===== config.mk =====
export PLATFORM = sky130hd
export DESIGN_NAME = instr_fetch_queue
export DESIGN_NICKNAME = d
export VERILOG_FILES = /design/src/rtl/instr_fetch_queue.sv
export SDC_FILE = /design/constraint.sdc
export NUM_CORES = 1
export LEC_CHECK = 0
export BUFFER_PORTS_ARGS = -buffer_cell sky130_fd_sc_hd__clkbuf_2
export CORE_MARGIN = 1
export CORE_UTILIZATION = 40
export DETAILED_ROUTE_END_ITERATION = 10
export PLACE_DENSITY = 0.59
export SLEW_MARGIN = 40
export SYNTH_ARGS = -nofsm -noshare
export SYNTH_HDL_FRONTEND = slang
export SYNTH_SLANG_ARGS = --single-unit

===== constraint.sdc =====
create_clock -name clk_i -period 9.7 [get_ports clk_i]
set_input_delay 2.425 -clock clk_i [delete_from_list [all_inputs] [get_ports clk_i]]
set_output_delay 2.425 -clock clk_i [all_outputs]
set_load 0.03 [all_outputs]

===== src/rtl/instr_fetch_queue.sv =====
// Instruction prefetch queue: sequential word fetch over a req/ack memory port into a PC-tagged
// DEPTH-entry buffer, with redirect flush. Define IFQ_BYPASS_EN to forward an ack to an empty head.
module instr_fetch_queue #(
    parameter int unsigned DEPTH    = 4,
    parameter logic [31:0] RESET_PC = 32'h0000_0000
) (
    input  logic                     clk_i,
    input  logic                     rst_i,
    input  logic                     start_i,
    input  logic                     redirect_i,
    input  logic [31:0]              redirect_pc_i,
    output logic                     imem_req_o,
    output logic [31:0]              imem_addr_o,
    input  logic                     imem_ack_i,
    input  logic [31:0]              imem_data_i,
    output logic                     instr_valid_o,
    output logic [31:0]              instr_o,
    output logic [31:0]              instr_pc_o,
    input  logic                     instr_ready_i,
    output logic [$clog2(DEPTH):0]   level_o
);
    localparam int unsigned PW  = $clog2(DEPTH);
    localparam int unsigned CW  = $clog2(DEPTH) + 1;
    localparam logic [31:0] NOP = 32'h0000_0013;

    typedef enum logic [1:0] {StIdle, StReq, StDrain} state_t;

    state_t        state, state_nxt;
    logic [31:0]   fetch_pc, fetch_pc_nxt;
    logic          req_valid, req_valid_nxt;
    logic [31:0]   req_addr, req_addr_nxt;
    logic [PW-1:0] head, tail;
    logic [CW-1:0] count, count_nxt;
    logic [31:0]   pc_mem   [DEPTH];
    logic [31:0]   data_mem [DEPTH];
    logic          head_valid, ack_req, bypass_take, push, pop, can_issue;
    logic [31:0]   target_pc;
    logic          unused_pc_bits;

    assign target_pc      = {redirect_pc_i[31:2], 2'b00};
    assign unused_pc_bits = ^redirect_pc_i[1:0];
    assign head_valid     = (count != '0);
    assign ack_req        = (state == StReq) && imem_ack_i;

`ifdef IFQ_BYPASS_EN
    logic bypass_hit;
    assign bypass_hit    = !head_valid && ack_req && !redirect_i;
    assign bypass_take   = bypass_hit && instr_ready_i;
    assign instr_valid_o = head_valid || bypass_hit;

    always_comb begin
        if (head_valid) begin
            instr_o    = data_mem[head];
            instr_pc_o = pc_mem[head];
        end else if (bypass_hit) begin
            instr_o    = imem_data_i;
            instr_pc_o = req_addr;
        end else begin
            instr_o    = NOP;
            instr_pc_o = '0;
        end
    end
`else
    assign bypass_take   = 1'b0;
    assign instr_valid_o = head_valid;
    assign instr_o       = head_valid ? data_mem[head] : NOP;
    assign instr_pc_o    = head_valid ? pc_mem[head] : '0;
`endif

    // Redirect wins over push and pop; a drained ack is never pushed.
    assign push = ack_req && !redirect_i && !bypass_take;
    assign pop  = head_valid && instr_ready_i && !redirect_i;

    assign imem_req_o  = req_valid;
    assign imem_addr_o = req_addr;
    assign level_o     = count;

    always_comb begin
        state_nxt     = state;
        req_valid_nxt = req_valid;
        req_addr_nxt  = req_addr;
        fetch_pc_nxt  = fetch_pc;
        count_nxt     = redirect_i ? '0 : count + CW'(push) - CW'(pop);
        // Evaluated on post-edge occupancy, with no request outstanding after this edge.
        can_issue     = start_i && (count_nxt < CW'(DEPTH));

        if (redirect_i) begin
            fetch_pc_nxt = target_pc;
        end else if (ack_req) begin
            fetch_pc_nxt = fetch_pc + 32'd4;
        end

        unique case (state)
            StIdle: begin
                if (can_issue) begin
                    state_nxt     = StReq;
                    req_valid_nxt = 1'b1;
                    req_addr_nxt  = fetch_pc_nxt;
                end
            end
            StReq, StDrain: begin
                if (imem_ack_i) begin
                    if (can_issue) begin
                        state_nxt     = StReq;
                        req_valid_nxt = 1'b1;
                        req_addr_nxt  = fetch_pc_nxt;
                    end else begin
                        state_nxt     = StIdle;
                        req_valid_nxt = 1'b0;
                    end
                end else if (redirect_i) begin
                    state_nxt = StDrain;
                end
            end
            default: begin
                state_nxt     = StIdle;
                req_valid_nxt = 1'b0;
            end
        endcase
    end

    always_ff @(posedge clk_i or posedge rst_i) begin
        if (rst_i) begin
            state     <= StIdle;
            fetch_pc  <= RESET_PC;
            req_valid <= 1'b0;
            req_addr  <= RESET_PC;
            head      <= '0;
            tail      <= '0;
            count     <= '0;
        end else begin
            state     <= state_nxt;
            fetch_pc  <= fetch_pc_nxt;
            req_valid <= req_valid_nxt;
            req_addr  <= req_addr_nxt;
            count     <= count_nxt;
            if (redirect_i) begin
                head <= '0;
                tail <= '0;
            end else begin
                if (push) tail <= tail + PW'(1);
                if (pop)  head <= head + PW'(1);
            end
        end
    end

    always_ff @(posedge clk_i) begin
        if (push) begin
            pc_mem[tail]   <= req_addr;
            data_mem[tail] <= imem_data_i;
        end
    end

    // The outstanding request always holds a reserved slot.
    assert property (@(posedge clk_i) disable iff (rst_i)
        push |-> ((count < CW'(DEPTH)) || pop));

    assert property (@(posedge clk_i) disable iff (rst_i)
        (req_valid && !imem_ack_i) |=> (req_valid && $stable(req_addr)));

endmodule


---- Word level (Yosys, flattened, before mapping) ----
Memories as Yosys holds them, arrays and structs flattened.
Index checks and enable logic that the tools add are counted.
word-level totals
  register bits ........................... 74
  bits in latches ......................... 0
  RAM bits ................................ 256
  memory bits (read-only) ................. 0
  input bits .............................. 70
  output and inout port bits .............. 101
  logic and storage cells ................. 58
  memories ................................ 2
memory list
  memory    depth  bits a word  rd ports  clocked after Yosys merged registers in  wr ports  line  source
  data_mem  4      32           1         0                                        1         35    logic [31:0] data_mem [DEPTH];
  pc_mem    4      32           1         0                                        1         34    logic [31:0] pc_mem [DEPTH];
cells by class
  add/sub/neg operators ................... 5
  multipliers ............................. 0
  div/mod/pow operators ................... 0
  magnitude comparators ................... 1
  equal/unequal tests ..................... 5
  shift-type cells ........................ 0
  muxes and demuxes ....................... 23
  bitwise operators ....................... 0
  reduce and logical (&&, ||, !) cells .... 15
operator list
  cell                                                  number
  two-way mux 32 bit                                    6
  one-hot mux 32 bit (2 select lines)                   1
  adder 32 x 3 -> 32 bit (second input constant)        1
  two-way mux 2 bit                                     7
  two-way mux 1 bit                                     6
  AND reduction 2 bit                                   3
  nonzero test 2 bit                                    3
  logical AND 1 bit                                     5
  adder 2 x 1 -> 2 bit (second input constant)          2
  != test 2 bit (second input constant)                 2
  one-hot mux 2 bit (2 select lines)                    1
  adder 3 x 1 -> 3 bit                                  1
  < comparator 3 bit (second input constant)            1
  two-way mux 3 bit                                     1
  != test 3 bit (second input constant)                 1
  nonzero test 3 bit                                    1
  subtractor 3 x 1 -> 3 bit                             1
  equality test 2 x 1 -> 1 bit (second input constant)  1
  equality test 2 bit (second input constant)           1
  zero test 2 bit                                       1
  one-hot mux 1 bit (2 select lines)                    1
  OR reduction 2 bit                                    1
  zero test 1 bit                                       1

---- Logic depth before layout (Yosys ltp) ----
  depth after elaboration ................. 11
  mapped depth ............................ 17
  mapped depth without buffers ............ 15

---- Worst setup path after synthesis ----
OpenSTA, ideal clock, no wires.
  path type ............................... input -> register
  start ................................... input port redirect_i
  end ..................................... register req_addr[22], in the netlist imem_addr_o[22]
  setup time .............................. 0.135 ns
  data arrival time ....................... 5.443 ns
  required time ........................... 9.565 ns
  path slack .............................. 4.123 ns
  stages .................................. 17
  path buffers ............................ 6
  path through ............................ clkbuf_1 -> clkbuf_1 -> buf_2 -> buf_1 -> nor2_1 -> ha_1 -> inv_1 -> ha_1 -> inv_1 -> fa_1 -> xnor3_1 -> o21ai_1 -> or3_1 -> buf_2 -> buf_2 -> a21oi_1 -> o22ai_1
on the way
  longest elaborated chain between the ends .. 10
  elaborated cells between the ends (all ways) .. 12
  classes of those cells .................. add/sub (2); order compare (1); mux (5); reduce/logical (4)
RTL lines
  what                                   line     source
  start: declaration                     10       input logic redirect_i,
  zero test 1 bit                        71, 72
  logical AND 1 bit                      71       assign push = ack_req && !redirect_i && !bypass_take;
  adder 3 x 1 -> 3 bit                   83       count_nxt = redirect_i ? '0 : count + CW'(push) - CW'(pop);
  subtractor 3 x 1 -> 3 bit              83
  two-way mux 3 bit                      83
  < comparator 3 bit                     85       can_issue = start_i && (count_nxt < CW'(DEPTH));
  logical AND 1 bit                      85
  two-way mux 32 bit *                   95, 103
  two-way mux 32 bit                     102      if (imem_ack_i) begin
  one-hot mux 32 bit (2 select lines) *  93       unique case (state)
  end signal: assignment                 135      req_addr <= req_addr_nxt;
  end: declaration                       31       logic [31:0] req_addr, req_addr_nxt;
Mark *: on every way between the ends. The rest lies on a longest branch, timed or not. The select of a mux whose other input is x is not followed.
A chain may end at the register's enable or synchronous reset.

---- Worst setup path in the final report ----
  start ................................... input port redirect_i
  end ..................................... register req_addr[25], in the netlist imem_addr_o[25]
The elaborated chain is that of the path after synthesis.

==> metrics.txt <==
status finished, final reports clean; row count 66; DP HPWL 17200 µm; Die Area 34200 µm²; met1 WL 12600 µm; P&R area growth vs syn 19.1%; cts hold-fix bufs 0; GP Congestion 0.771; hold path depth 1; RSZ-0062 raised after global routing no; Critical Path Sink Type register; fin crit period 5360 ps; Worst-path clk slew 60 ps; DR vias/cell 5.04; Reg2Reg Depth 15; post-synth cell types 47; initial antenna violation count 0; hold crit path type reg -> reg; clk sinks 330; Critical path origin redirect_i; port bufs 168; routed wire length 28300 µm; Least-Margin Pin Slew 711 ps; Worst R2R Setup Slack 5630 ps; yosys warns 0; Fill cells 2832; Post-Syn Instances 778; leak pwr 0.00587 µW; highest routed layer met4; Req. time, crit path 10120 ps; sequential-to-total area share from yosys stat 0.712; Startpoint Class input pin; Pins Over Slew Limit 0; WL met3 1450 µm; Cells after DPL 1364; Post-synth ARST share 0.224; PD cells 294 nW/µm²; gr usage total 0.171; crit path max fanout 81; TritonCTS buffer count 37; H-tree Lvls 2; final setup violation count 0; HP Start fetch_pc[0]$_DFF_PP0_; Post-synth EDFFs 256; Antenna Nets Post-Route 0; IO Count 171; total vias in the final route 7204; worst-skew pair later-pin latency 510 ps; flops & latches, synth 330; Worst VDD drop 0.164 mV; first-pass GRT wire length 43500 µm; net count after synthesis 859; total global routing overflow 0; DR pass1 iterations 4; relative slew slack 0.522; Met2 Wirelength 13800 µm; TritonCTS clock tree built; clock root buffer clkbuf_16; Resize count post-CTS 0; # nets final 1042; ys flop type edfxtp_1; worst reg2reg path endpoint imem_addr_o[25]$_DFFE_PP0P_; post-route insts no fill 1429; crit path kind in -> reg; Longest Clk Path Bufs 3; CP arrival 5780 ps; Post-Syn Area 13400 µm²; max-cap violations 0; Final Hold Fails 0; Diodes inserted 0; drt first-iter violations 426; Max Clock Freq 0.186 GHz; period utilisation layout 0.553; ratio of cells with drive above 1 in the final layout 0.336; DRC 0; die width 185 µm; initial core utilization 0.409; Clock Skew 16.6 ps; Setup TNS 0 ps; pin count of the biggest net entering global routing 82; synthesized area per cell 17.2 µm²; die height 185 µm; core area 32800 µm²; WL/cell 19.8 µm; setup bufs post-CTS 0; RR Startpoint level_o[1]$_DFF_PP0_; vias in the first global route 7373; Hold EP fetch_pc[0]$_DFF_PP0_
[registers in the layout, indices dropped and copies added, names as in the netlist]
name / cells
pc_mem: 128
state: 2
imem_req_o: 1
head: 2
level_o: 3
tail: 2
data_mem: 128
fetch_pc: 32
imem_addr_o: 32
[synthesized netlist by cell type (13+ instances only)]
library cell  count  area [µm²]
a21oi_1          16        80.1
and2_1           66         413
clkbuf_1         17        63.8
dfrtp_1          74        1850
edfxtp_1        256        7690
inv_1            20        75.1
mux2_2           16         180
mux2i_1          13         130
mux4_2           64        1440
nand2_1          45         169
nor2_1           23        86.3
o21ai_0          17        85.1
xor2_1           18         158
[cell families (layout without fill, tap and decap cells)]
family,count (synthesis),count (layout),synth area share
fa+ha+maj,11,11,0.0108
simple gates,202,202,0.0845
buf+inv,58,267,0.0179
xor+xnor,27,27,0.0187
flops,330,330,0.712
mux,94,94,0.132
compound gates,56,56,0.0247
[final cells by class]
| cell class | count | area (µm²) | share of cell area |
|---|---|---|---|
| timing repair buffer | 181 | 978 | 0.0613 |
| sequential | 330 | 9550 | 0.598 |
| multi-input combinational | 390 | 3650 | 0.229 |
| clock inverter | 18 | 161 | 0.0101 |
| inverter | 21 | 80.1 | 0.00502 |
| tap | 442 | 553 | 0.0346 |
| clock buffer | 47 | 993 | 0.0622 |
[worst max-delay path: stages]
cell and delay, ps:
clkbuf_2 80, buf_6 480, nor2_1 230, inv_1 140
ha_1 230, inv_1 50, ha_1 130, inv_1 50
fa_1 360, xnor3_1 300, o21ai_1 150, nor3_2 190
buf_4 240, nand2b_1 360, o22ai_1 300
[cells in the final DEF (no fill, tap or decap), drive strengths merged, types with 10 or more instances in the layout]
cell type  count
mux4          64
edfxtp       256
mux2          17
a21oi         16
ha            10
o21ai         19
nand4         13
and2          66
xor2          18
dfrtp         74
nor2          23
mux2i         13
inv           22
clkinv        14
nand2         45
nand3         12
clkbuf       215
buf           13
[layer usage]
metal  GRT usage  up-vias
met5           0        -
met4      0.0466        0
met3      0.0303       34
met2       0.279      195
met1       0.235     3635
li1            -     3340
[power breakdown]
part	leakage (µW)	switching, µW	internal [µW]
combinational	0.00210	943	517
clock	0.000567	530	802
sequential	0.00320	178	1730
total	0.00587	1650	3050
[how the worst max path moves through the flow]
stage	to	slack, ps	cells past startpoint
after floorplan	imem_addr_o[22]$_DFFE_PP0P_	4120	17
after global placement	imem_addr_o[23]$_DFFE_PP0P_	3610	13
after detailed placement	imem_addr_o[25]$_DFFE_PP0P_	3560	15
after CTS	instr_pc_o[3]	4060	4
after global routing	imem_addr_o[23]$_DFFE_PP0P_	4030	15
final	imem_addr_o[25]$_DFFE_PP0P_	4340	15
[metrics by stage]
step                utilization  worst slack, ps  area [µm²]  hold slack (ps)  power (µW)
detailed placement        0.451             3560       14800              503        3440
CTS                       0.486             4060       15900              516        4780
floorplan                     -             4120       13400              469        2940
global placement          0.450             3610       14700              506        3420
global route              0.487             4030       16000              559        4950
finish                    0.487             4340       16000              511        4700
Power figures use the tool's default switching activity.
